### src/rtl/gray_mem_arb.sv
// Two-client round-robin arbiter for the gray-image read port, with bounded bursts.
// Optional per-client accept counters are compiled in with ARB_STAT_EN.
module gray_mem_arb #(
  parameter int AW        = 14,
  parameter int DW        = 8,
  parameter int MAX_BURST = 9
) (
  input  logic          clk,
  input  logic          reset,
  input  logic          c0_req,
  input  logic [AW-1:0] c0_addr,
  output logic          c0_gnt,
  output logic          c0_rvalid,
  output logic [DW-1:0] c0_rdata,
  input  logic          c1_req,
  input  logic [AW-1:0] c1_addr,
  output logic          c1_gnt,
  output logic          c1_rvalid,
  output logic [DW-1:0] c1_rdata,
  output logic          mem_req,
  output logic [AW-1:0] mem_addr,
  input  logic          mem_ready,
  input  logic [DW-1:0] mem_data,
`ifdef ARB_STAT_EN
  input  logic          stat_clr,
  output logic [15:0]   c0_acc_cnt,
  output logic [15:0]   c1_acc_cnt,
`endif
  output logic [1:0]    dbg_state
);

  // Handshake: mem_req/mem_addr are offered to memory; a read is accepted on a
  // cycle where mem_req & mem_ready are both high, and the owning client sees
  // its gnt in that same cycle. Data returns exactly one cycle after accept.

  localparam int CW = $clog2(MAX_BURST + 1);
  localparam logic [CW-1:0] LAST_C = CW'(MAX_BURST - 1);

  typedef enum logic [1:0] {
    IDLE = 2'd0,
    OWN0 = 2'd1,
    OWN1 = 2'd2
  } state_t;

  state_t        state_q, state_d;
  logic          rr_q, rr_d;
  logic [CW-1:0] cnt_q, cnt_d;

  logic          own1;
  logic          own_req;
  logic          oth_req;
  logic [AW-1:0] own_addr;

  assign own1     = (state_q == OWN1);
  assign own_req  = own1 ? c1_req : c0_req;
  assign oth_req  = own1 ? c0_req : c1_req;
  assign own_addr = own1 ? c1_addr : c0_addr;

  always_comb begin
    state_d  = state_q;
    rr_d     = rr_q;
    cnt_d    = cnt_q;
    mem_req  = 1'b0;
    mem_addr = '0;
    c0_gnt   = 1'b0;
    c1_gnt   = 1'b0;
    case (state_q)
      IDLE: begin
        cnt_d = '0;
        // rr holds the last served client, so a tie goes to the other one.
        if (c0_req && (!c1_req || rr_q)) begin
          state_d = OWN0;
        end else if (c1_req) begin
          state_d = OWN1;
        end
      end
      OWN0, OWN1: begin
        mem_req  = own_req;
        mem_addr = own_addr;
        c0_gnt   = !own1 && c0_req && mem_ready;
        c1_gnt   = own1 && c1_req && mem_ready;
        if (!own_req) begin
          cnt_d = '0;
          if (oth_req) begin
            state_d = own1 ? OWN0 : OWN1;
          end else begin
            state_d = IDLE;
          end
        end else if (mem_ready) begin
          rr_d = own1;
          if (cnt_q == LAST_C) begin
            // Burst limit only forces a handover when the other client waits.
            cnt_d = '0;
            if (oth_req) begin
              state_d = own1 ? OWN0 : OWN1;
            end
          end else begin
            cnt_d = cnt_q + CW'(1);
          end
        end
      end
      default: begin
        state_d = IDLE;
        cnt_d   = '0;
      end
    endcase
  end

  always_ff @(posedge clk or negedge reset) begin
    if (!reset) begin
      state_q <= IDLE;
      rr_q    <= 1'b1;
      cnt_q   <= '0;
    end else begin
      state_q <= state_d;
      rr_q    <= rr_d;
      cnt_q   <= cnt_d;
    end
  end

  always_ff @(posedge clk or negedge reset) begin
    if (!reset) begin
      c0_rvalid <= 1'b0;
      c1_rvalid <= 1'b0;
    end else begin
      c0_rvalid <= c0_gnt;
      c1_rvalid <= c1_gnt;
    end
  end

  assign c0_rdata  = c0_rvalid ? mem_data : '0;
  assign c1_rdata  = c1_rvalid ? mem_data : '0;
  assign dbg_state = state_q;

`ifdef ARB_STAT_EN
  always_ff @(posedge clk or negedge reset) begin
    if (!reset) begin
      c0_acc_cnt <= '0;
      c1_acc_cnt <= '0;
    end else if (stat_clr) begin
      c0_acc_cnt <= '0;
      c1_acc_cnt <= '0;
    end else begin
      if (c0_gnt && (c0_acc_cnt != 16'hFFFF)) c0_acc_cnt <= c0_acc_cnt + 16'd1;
      if (c1_gnt && (c1_acc_cnt != 16'hFFFF)) c1_acc_cnt <= c1_acc_cnt + 16'd1;
    end
  end
`endif

endmodule

### config.mk
export PLATFORM = sky130hd
export DESIGN_NAME = gray_mem_arb
export DESIGN_NICKNAME = d
export VERILOG_FILES = /design/src/rtl/gray_mem_arb.sv
export SDC_FILE = /design/constraint.sdc
export NUM_CORES = 1
export LEC_CHECK = 0
export CAP_MARGIN = 20
export CORE_MARGIN = 2
export CORE_UTILIZATION = 35
export DETAILED_ROUTE_END_ITERATION = 6
export MAX_ROUTING_LAYER = met4
export PLACE_DENSITY = 0.95
export SKIP_CTS_REPAIR_TIMING = 1
export SYNTH_ARGS = -nofsm -noshare
export SYNTH_HDL_FRONTEND = slang
export SYNTH_SLANG_ARGS = --single-unit
### constraint.sdc
create_clock -name clk -period 4 [get_ports clk]
set_clock_uncertainty 0.2 [all_clocks]
set_input_delay 0.8 -clock clk [delete_from_list [all_inputs] [get_ports clk]]
set_output_delay 0.8 -clock clk [all_outputs]
set_load 0.02 [all_outputs]
==> results by group <==
Outcome
  – Outcome: complete, no violations

STA
  – Fin. Hold Viols: 0
  – Max-slew headroom at the worst pin: 34.3%
  – Final setup fails: 0
  – Slew Limit Fails: 0
  – Minimum clock period: 3590 ps
  – RSZ-0062 raised after global routing: no
  – Setup_tns: 0 ps
  – Tcrit/Tclk final: 89.7%
  – Worst-Margin Slew: 985 ps
  – Highest Clock Rate: 279 MHz
  – Final WS setup: 414 ps

Die
  – DIE WIDTH: roughly 56 microns
  – Die ar.: slightly above 0.003 sq mm
  – Core area: 0.00250 sq mm
  – Core Rows: 18
  – Die height: about 56 microns
  – Initial core utilization: 37.4%
  – I/O pin cnt: 78

Route
  – Per-cell routed wire length: 12.4 microns
  – # DRC: 0
  – TritonRoute pass-1 iters: 4
  – Detailed-route vias per instance: 4.99
  – DRT iter0 DRCs: 11
  – Vias: 1087
  – WL final: 2.70 mm
  – Antenna-violating nets left: 0

Yosys
  – Number of synthesized flops with an enable pin: 0
  – Synth Cell Area: ~930 sq um
  – Synth top area share: a little over a fifth
  – Area leader, netlist: dfrtp_1
  – Number of synthesized register bits: 9
  – Ys async rst share: 100%
  – Register area share after synthesis: approximately 24%
  – Commonest cells post-synth: mux2i_1, nor2b_1, and2_1, dfrtp_1
  – Synthesis warning total: 0
  – Main synth FF type: dfrtp_1
  – Cells after Synth: 110
  – Synthesized area per cell: about 8.5 sq um
  – Leading post-synthesis cells by cell area: dfrtp_1, mux2i_1, nor2b_1
  – Yosys cell types: 24
  – Synthesized Nets: 157

Clock network
  – Root Buffer: clkbuf_4
  – Total CTS buffers: 3
  – H-tree depth: 1
  – Worst skew pair latency: 260 ps
  – CTS max path bufs: 2
  – CTS tree: yes
  – # clock sinks: 9
  – Clock Pin Slew Worst Setup and Hold Paths: around 60 ps

Pwr
  – Maximum vdd drop: 486 uV
  – Leak: roughly 0.73 nW
  – Cell Pwr Density: between 500 and 600 mW/mm^2

Critical path
  – CP arrival: ~2600 ps
  – Worst R2R Start: dbg_state[0]$_DFFE_PN0P_
  – Critical Path Source Type: flip-flop
  – Setup crit start: dbg_state[0]$_DFFE_PN0P_
  – Crit path max fanout: 20
  – Critical path class: reg -> out
  – Required @ worst endpoint: 3000 ps
  – Critical Path Sink Type: output pin
  – Reg-to-reg slack, setup: 1350 ps

Final layout
  – Total Nets Final: 236
  – Share of layout cells above drive strength 1: 4.79%
  – Fillers: ~200
  – Post-layout instance area: roughly 0.0018 sq mm
  – Area Growth Syn to Fin: 87.8%
  – Ant diodes: 0

GRT
  – Vias in the first global route: ~1100
  – First-pass GRT wire length: between 4 and 5 mm
  – Gr usage total: 18.2%
  – Congestion Overflow GR: 0
  – Initial antenna violation count: 0
  – Largest net degree at the start of global routing: 21

Job
  – Number of max-cap violations: 0

Placement
  – Gpl congestion: 0.768
  – Post-detail-place hpwl: 2.21 mm
  – Placed inst area: roughly 0.0017 sq mm
  – Pre-CTS setup slack: 541 ps
  – Port Buf Inserts: 77

Min path
  – Worst hold start: cnt_q[3]$_DFFE_PN0P_
  – Hold crit path type: reg -> reg
-- power by group --
group          internal (mW)  leakage [nW]  switching, mW  total, mW
clock                 0.0385        0.0150         0.0323     0.0708
sequential             0.116         0.118         0.0241      0.140
combinational          0.418         0.593          0.401      0.819
total                  0.573         0.726          0.457       1.03
-- per-stage QoR --
step                util, %  power, mW  hold slack, ps  instances
finish                 70.2       1.03             376        218
global route           70.2       1.10             403        218
CTS                    70.2       1.04             377        218
detailed placement     69.2      0.961             368        214
global placement       69.2      0.939             353        214
floorplan                 -      0.638             304        110
-- path summary, 6_finish.rpt --
| kind | end | depth (start not counted) |
|---|---|---|
| setup / recovery | mem_addr[1] | 5 |
| hold / removal | cnt_q[3]$_DFFE_PN0P_ | 2 |
| setup reg to reg | dbg_state[1]$_DFFE_PN0P_ | 6 |
| hold reg to reg | cnt_q[3]$_DFFE_PN0P_ | 2 |
| max in group asynchronous | rr_q$_DFFE_PN1P_ | 1 |
| min in group asynchronous | cnt_q[2]$_DFFE_PN0P_ | 1 |
-- worst max-delay path: stages, from the launching register on --
cell             delay [ps]
dfrtp_1                 400
inv_1                   130
ha_1                    830
mux2i_1                 170
nor2b_1                 160
clkdlybuf4s50_1         620
-- layout by cell type (no fill, tap or decap) --
cell type,instances
clkdlybuf4s50_1,77
mux2i_1,17
nor2b_1,17
and2_1,16
dfrtp_1,8
inv_1,7
nand2_1,7
o21ai_0,6
ha_1,6
nor2_1,5
a21oi_1,4
clkbuf_4,3
nor3_1,2
mux2_2,2
nand2b_4,1
o32ai_1,1
nand2b_1,1
o22ai_1,1
a2bb2oi_2,1
mux2_4,1
nor4b_1,1
a21boi_0,1
nor3b_1,1
clkbuf_1,1
dfstp_2,1
-- cells by family after synthesis --
group	synth area share (%)
and+or+nand+nor	31.9
muxes	22.2
AOI/OAI and AO/OA	9.37
buffers and inverters	4.28
DFF	24.2
adders and majority gates	8.03
-- per-layer routing --
| metal | vias to the layer above | GRT usage [%] | wire, microns |
|---|---|---|---|
| met5 | - | - | 0 |
| met4 | 0 | 7.67 | 53 |
| met2 | 62 | 34.9 | 1460 |
| met1 | 490 | 17.5 | 952 |
| li1 | 528 | - | - |
| met3 | 7 | 3.49 | 242 |
-- sequential cells by signal (all words and copies together), names as in the netlist --
name       flops
cnt_q          4
c1_rvalid      1
dbg_state      2
rr_q           1
c0_rvalid      1
-- area by class of cell --
cell class | instances | area [sq um] | share of cell area [%]
repair buffers | 77 | 771 | 43.9
multi-input cells | 91 | 668 | 38.1
flip-flops and latches | 9 | 226 | 12.9
well taps | 30 | 37.5 | 2.14
clock buffers | 4 | 26.3 | 1.50
inverters | 7 | 26.3 | 1.50
Power figures use the tool's default switching activity.
